### config.mk
export PLATFORM = sky130hd
export DESIGN_NAME = sdram_wb_bridge
export DESIGN_NICKNAME = d
export VERILOG_FILES = /design/src/rtl/sdram_wb_bridge.sv
export SDC_FILE = /design/constraint.sdc
export NUM_CORES = 1
export LEC_CHECK = 0
export ABC_AREA = 1
export BUFFER_PORTS_ARGS = -buffer_cell sky130_fd_sc_hd__buf_2
export CELL_PAD_IN_SITES_DETAIL_PLACEMENT = 0
export CELL_PAD_IN_SITES_GLOBAL_PLACEMENT = 1
export CORE_AREA = 8 8 111 113
export DETAILED_ROUTE_END_ITERATION = 10
export DIE_AREA = 0 0 119 121
export HOLD_SLACK_MARGIN = 0.05
export PLACE_DENSITY = 0.8
export SLEW_MARGIN = 30
export SYNTH_ARGS = -nofsm -noshare
export SYNTH_HDL_FRONTEND = slang
export SYNTH_SLANG_ARGS = --single-unit
### constraint.sdc
create_clock -name i_clk_p -period 1.85 [get_ports i_clk_p]
set_input_delay 0.185 -clock i_clk_p [delete_from_list [all_inputs] [get_ports i_clk_p]]
set_output_delay 0.185 -clock i_clk_p [all_outputs]
set_load 0.01 [all_outputs]
### src/rtl/sdram_wb_bridge.sv
// Wishbone-to-SDRAM-controller handshake bridge: latches one request, tracks controller
// init/busy via ctl_ready, captures read data and forces completion on a bus timeout.
module sdram_wb_bridge #(
    parameter int ACC_WIN = 4,
    parameter int TIMEOUT = 255
) (
    input  logic        i_clk_p,
    input  logic        i_reset_n,
    input  logic        i_wb_stb,
    input  logic        i_wb_we,
    input  logic [1:0]  i_wb_sel,
    input  logic [21:1] i_wb_adr,
    input  logic [15:0] i_wb_dat_i,
    output logic [15:0] o_wb_dat_o,
    output logic        o_wb_ack,
    output logic        o_sdram_ready,
    output logic        o_timeout_err,
    output logic        o_ctl_rd,
    output logic        o_ctl_we,
    output logic [1:0]  o_ctl_wtbt,
    output logic [24:0] o_ctl_addr,
    output logic [15:0] o_ctl_din,
    input  logic [15:0] i_ctl_dout,
    input  logic        i_ctl_ready
);

    typedef enum logic [2:0] {
        ST_INIT = 3'd0,
        ST_IDLE = 3'd1,
        ST_REQ  = 3'd2,
        ST_BUSY = 3'd3,
        ST_DONE = 3'd4
    } state_t;

    localparam logic [7:0] ACC_LAST = 8'(ACC_WIN - 1);
    localparam logic [7:0] TO_MAX   = 8'(TIMEOUT);

    state_t     r_state;
    logic       r_we;
    logic       r_rdy_seen;
    logic [7:0] r_acc_cnt;
    logic [7:0] r_to_cnt;

    // Bridge FSM; every output is a register so reset drops the request asynchronously.
    always_ff @(posedge i_clk_p or negedge i_reset_n) begin
        if (!i_reset_n) begin
            r_state       <= ST_INIT;
            r_we          <= 1'b0;
            r_rdy_seen    <= 1'b0;
            r_acc_cnt     <= 8'd0;
            r_to_cnt      <= 8'd0;
            o_wb_dat_o    <= 16'h0000;
            o_wb_ack      <= 1'b0;
            o_sdram_ready <= 1'b0;
            o_timeout_err <= 1'b0;
            o_ctl_rd      <= 1'b0;
            o_ctl_we      <= 1'b0;
            o_ctl_wtbt    <= 2'b00;
            o_ctl_addr    <= 25'd0;
            o_ctl_din     <= 16'h0000;
        end else begin
            o_wb_ack <= 1'b0;
            case (r_state)
                ST_INIT: begin
                    // Controller must report ready on two consecutive samples.
                    if (i_ctl_ready) begin
                        if (r_rdy_seen) begin
                            o_sdram_ready <= 1'b1;
                            r_state       <= ST_IDLE;
                        end else begin
                            r_rdy_seen <= 1'b1;
                        end
                    end else begin
                        r_rdy_seen <= 1'b0;
                    end
                end
                ST_IDLE: begin
                    if (i_wb_stb) begin
                        r_we       <= i_wb_we;
                        o_ctl_addr <= {3'b000, i_wb_adr, 1'b0};
                        o_ctl_din  <= i_wb_dat_i;
                        o_ctl_wtbt <= i_wb_we ? i_wb_sel : 2'b00;
                        o_ctl_rd   <= ~i_wb_we;
                        o_ctl_we   <= i_wb_we;
                        r_acc_cnt  <= 8'd0;
                        r_to_cnt   <= 8'd0;
                        r_state    <= ST_REQ;
                    end
                end
                ST_REQ, ST_BUSY: begin
                    if (r_to_cnt == TO_MAX) begin
                        o_ctl_rd      <= 1'b0;
                        o_ctl_we      <= 1'b0;
                        o_timeout_err <= 1'b1;
                        if (!r_we) begin
                            o_wb_dat_o <= 16'hFFFF;
                        end
                        o_wb_ack <= i_wb_stb;
                        r_state  <= ST_DONE;
                    end else begin
                        r_to_cnt <= r_to_cnt + 8'd1;
                        if (r_state == ST_REQ) begin
                            // A controller that never drops ready finished inside the window.
                            if (!i_ctl_ready || (r_acc_cnt == ACC_LAST)) begin
                                o_ctl_rd <= 1'b0;
                                o_ctl_we <= 1'b0;
                                r_state  <= ST_BUSY;
                            end else begin
                                r_acc_cnt <= r_acc_cnt + 8'd1;
                            end
                        end else if (i_ctl_ready) begin
                            if (!r_we) begin
                                o_wb_dat_o <= i_ctl_dout;
                            end
                            o_wb_ack <= i_wb_stb;
                            r_state  <= ST_DONE;
                        end
                    end
                end
                ST_DONE: begin
                    r_state <= ST_IDLE;
                end
                default: begin
                    r_state <= ST_INIT;
                end
            endcase
        end
    end

endmodule

==> tab_implementation.tex <==
\begin{tabular}{lr}
\hline
Metric & Value \\
\hline
\multicolumn{2}{l}{\textbf{Drt}} \\
Total detailed-routing wirelength & 9.79 mm \\
Detail-routed net length per standard cell & 13.2 um \\
Number of DRC violations after detailed routing & 0 \\
Initial DRC Count & 159 \\
Detailed-router iteration count before antenna repair & 4 \\
Per-cell via count in the routed design & 4.42 \\
Total number of vias & 3276 \\
Number of nets with antenna violations after routing & 0 \\
\multicolumn{2}{l}{\textbf{Logic synthesis}} \\
Cell accounting for the most synthesized area & dfrtp\_1 \\
Share of synthesized area spent on multiplexers & 0\% \\
Dominant combinational cell family by area after synthesis & simple AND/OR/NAND/NOR gates \\
FF+latch count, synth & 81 \\
XOR/XNOR Fraction of Synth Area & 1.18\% \\
Post-Synthesis Cell Area & 0.00372 mm\^{}2 \\
Sequential element share of the synthesized area & 54.5\% \\
Complex-gate fraction of the synthesized area & 6.59\% \\
Synth top area cells & dfrtp\_1, nand2\_1, o21ai\_2, nor2\_1, nand3\_1 \\
Proportion of netlist area held by the largest area contributor & 54.5\% \\
Fraction of the mapped netlist area in simple logic gates & 30.8\% \\
Adder-cell area share of the yosys netlist & 0.673\% \\
Synthesized area per cell & 8.57 um\^{}2 \\
Synth Instances & 434 \\
Count of distinct cell types in the synthesized netlist & 32 \\
Number of warnings issued by yosys & 0 \\
\multicolumn{2}{l}{\textbf{Critical path}} \\
CP Data Arrival Time & 1.83 ns \\
Critical Path RT & 2.09 ns \\
Crit path kind & register to register \\
Startpoint Class & register \\
Kind of end point of the critical path & register \\
Worst-path fanout max & 32 \\
Biggest cell delay along the critical path & 0.37 ns \\
Delay-heaviest family, CP & simple AND/OR/NAND/NOR gates \\
CP Buf/Inv Count & 1 \\
Cell mode on critical path & o21ai\_2 \\
Crit path max-delay cell type & dfrtp\_1 \\
CP Cell Sequence & ha\_1 > nand2\_2 > nor2\_4 > nand3\_2 > o21ai\_2 > nand3\_4 > buf\_12 > nand2\_1 > o21ai\_2 \\
\multicolumn{2}{l}{\textbf{Pwr}} \\
Power per Cell Area & 1360 mW/mm\^{}2 \\
Static leakage & 2.72 nW \\
Peak ir drop on the vdd network & 0.666 mV \\
\multicolumn{2}{l}{\textbf{Cells and area}} \\
Number of nets in the finished design & 659 \\
Most frequent standard cell in the layout excluding fill and tap cells & nand2\_1 \\
\# fillers & 1014 \\
Ratio of cells with drive above 1 in the final layout & 31.2\% \\
\# diodes & 0 \\
Most frequent cells in the layout & nand2\_1, buf\_2, dfrtp\_1 \\
Growth of design area from synthesis to finish & 36.1\% \\
\multicolumn{2}{l}{\textbf{Global route}} \\
Antenna violations before repair & 0 \\
Met1 Track Usage GR & 16.6\% \\
Largest net degree at the start of global routing & 41 \\
Global-route met3 utilization & 5.82\% \\
Wire length of the first global-routing pass & 16.4 mm \\
Overflow after GRT & 0 \\
GRT Overall Usage & 13.9\% \\
Vias in the first global route & 3408 \\
Routing layer with the top usage in global route & met2 \\
Met2 capacity usage during global routing & 21.9\% \\
\multicolumn{2}{l}{\textbf{Timing}} \\
Period utilisation layout & 86.2\% \\
Worst-case headroom to the max-slew limit & 55.2\% \\
Min setup slack post-route & 0.255 ns \\
Post-Route Setup TNS & 0 ns \\
Tightest hold margin & 0.102 ns \\
Fmax & 0.627 GHz \\
Final worst path period need & 1.60 ns \\
Final setup violating endpoints & 0 \\
Final Hold Vio Count & 0 \\
Number of slew-limit violations in the final report & 0 \\
Transition at the pin with the smallest max-transition slack & 0.671 ns \\
Unrepaired setup endpoints after global routing & no \\
Worst Clk Skew & 0.00694 ns \\
\multicolumn{2}{l}{\textbf{Floorplanning}} \\
Core Box Area & 0.0106 mm\^{}2 \\
X dimension of the die & 119 um \\
Die Ht & 121 um \\
Top Ports & 124 \\
Standard-cell rows & 38 \\
Starting utilization of the core area & 35.1\% \\
Die outline area & 0.0144 mm\^{}2 \\
\multicolumn{2}{l}{\textbf{Clock tree}} \\
Register clock-pin slew on the reported worst setup and hold paths & 0.08 ns \\
Number of buffers added by the clock tree synthesis step & 9 \\
Total setup buffers inserted after CTS & 0 \\
Clock tree from TritonCTS & built \\
Number of buffers between clock root and the deepest sink & 2 \\
Max H-tree Level & 3 \\
Cell at the root of the clock tree & clkbuf\_8 \\
Post-CTS Resized & 0 \\
Number of clock sinks & 81 \\
Source-to-sink clock delay at the later pin of the worst-skew pair & 0.34 ns \\
\multicolumn{2}{l}{\textbf{Status}} \\
Result of the run & finished, final reports clean \\
\multicolumn{2}{l}{\textbf{Place}} \\
Port Buffer Count & 119 \\
Final HPWL DP & 6.85 mm \\
Final GP Congestion & 0.803 \\
Worst-case setup slack after placement & 0.275 ns \\
\multicolumn{2}{l}{\textbf{Hold path}} \\
Worst hold path type & input port to register \\
\multicolumn{2}{l}{\textbf{Run}} \\
Max-cap viol count & 0 \\
\hline
\end{tabular}
==> path summary, 6_finish.rpt <==
| path | startpoint | to | cells after the start | slack [ns] |
|---|---|---|---|---|
| worst max register to register | r_to_cnt[0]$_DFFE_PN0P_ | o_wb_dat_o[15]$_DFFE_PN0P_ | 9 | 0.25 |
| worst min-delay path | i_ctl_dout[0] | o_wb_dat_o[0]$_DFFE_PN0P_ | 3 | 0.10 |
| worst min register to register | o_ctl_addr[5]$_DFFE_PN0P_ | o_ctl_addr[5]$_DFFE_PN0P_ | 2 | 0.47 |
| max in group asynchronous | i_reset_n | o_ctl_din[1]$_DFFE_PN0P_ | 3 | 0.99 |
| worst max-delay path | r_to_cnt[0]$_DFFE_PN0P_ | o_wb_dat_o[15]$_DFFE_PN0P_ | 9 | 0.25 |
| min in group asynchronous | i_reset_n | o_ctl_addr[12]$_DFFE_PN0P_ | 2 | 0.28 |
==> where the power goes <==
group          internal (W)  switching, W
Sequential          0.00244      0.000396
Combinational       0.00108       0.00165
Clock              0.000665      0.000632
Total               0.00418       0.00268
==> layer usage <==
metal	vias up	routed length, um	part of all wire [%]
met4	0	99	1.0
met5	-	0	0
met3	9	881	9.0
met2	104	4550	47
met1	1506	4260	43
li1	1657	-	-
==> logic make-up after synthesis <==
logic type | after synthesis
AO/OA/AOI/OAI | 34
XOR/XNOR | 5
adder cells (fa/ha/maj) | 2
buffers and inverters | 47
flip-flops | 81
other | 1
AND/OR/NAND/NOR | 264
==> flip-flops by register name (all words and copies together), names as in the netlist, 2 cells and up <==
| signal | count |
|---|---|
| o_wb_dat_o | 16 |
| o_ctl_din | 16 |
| o_ctl_wtbt | 2 |
| r_acc_cnt | 8 |
| o_ctl_addr | 21 |
| r_to_cnt | 8 |
| r_state | 3 |
==> through the flow <==
step	cells	total power, W	util (%)	area, um^2
2_1_floorplan	437	0.00450	-	3730
3_3_place_gp	686	0.00550	42.1	4460
3_5_place_dp	686	0.00558	42.1	4460
4_1_cts	742	0.00698	47.7	5060
5_1_grt	742	0.00742	47.7	5060
6_report	742	0.00686	47.7	5060
==> worst min-delay path, cell delays in order <==
cell	delay, ns
buf_2	0.08
nor2_1	0.04
o21ai_2	0.11
==> Yosys cell counts, drive strengths merged <==
master  instances
a31oi           1
a21boi          1
nand4           1
xor2            3
nand3          22
conb            1
nor2           36
buf            16
xnor2           2
inv            31
nand2         199
o21ai          28
o21bai          2
nor3b           2
o22ai           2
dfrtp          81
ha              2
nor3            3
or2             1
==> area by class of cell <==
class | count | area (um^2) | share of cell area, %
inverter | 31 | 119 | 2.35
sequential | 81 | 2030 | 40.0
clock buffer | 12 | 145 | 2.87
timing repair buffer | 165 | 1070 | 21.1
tap | 140 | 175 | 3.46
multi-input combinational | 309 | 1480 | 29.1
clock inverter | 4 | 51.3 | 1.01
==> repair_timing <==
item	4_1_cts	5_1_grt
hold buffers	40	0
endpoints found under the hold margin	69	0
setup endpoints to repair	0	0
(Power assumes the default switching activity.)
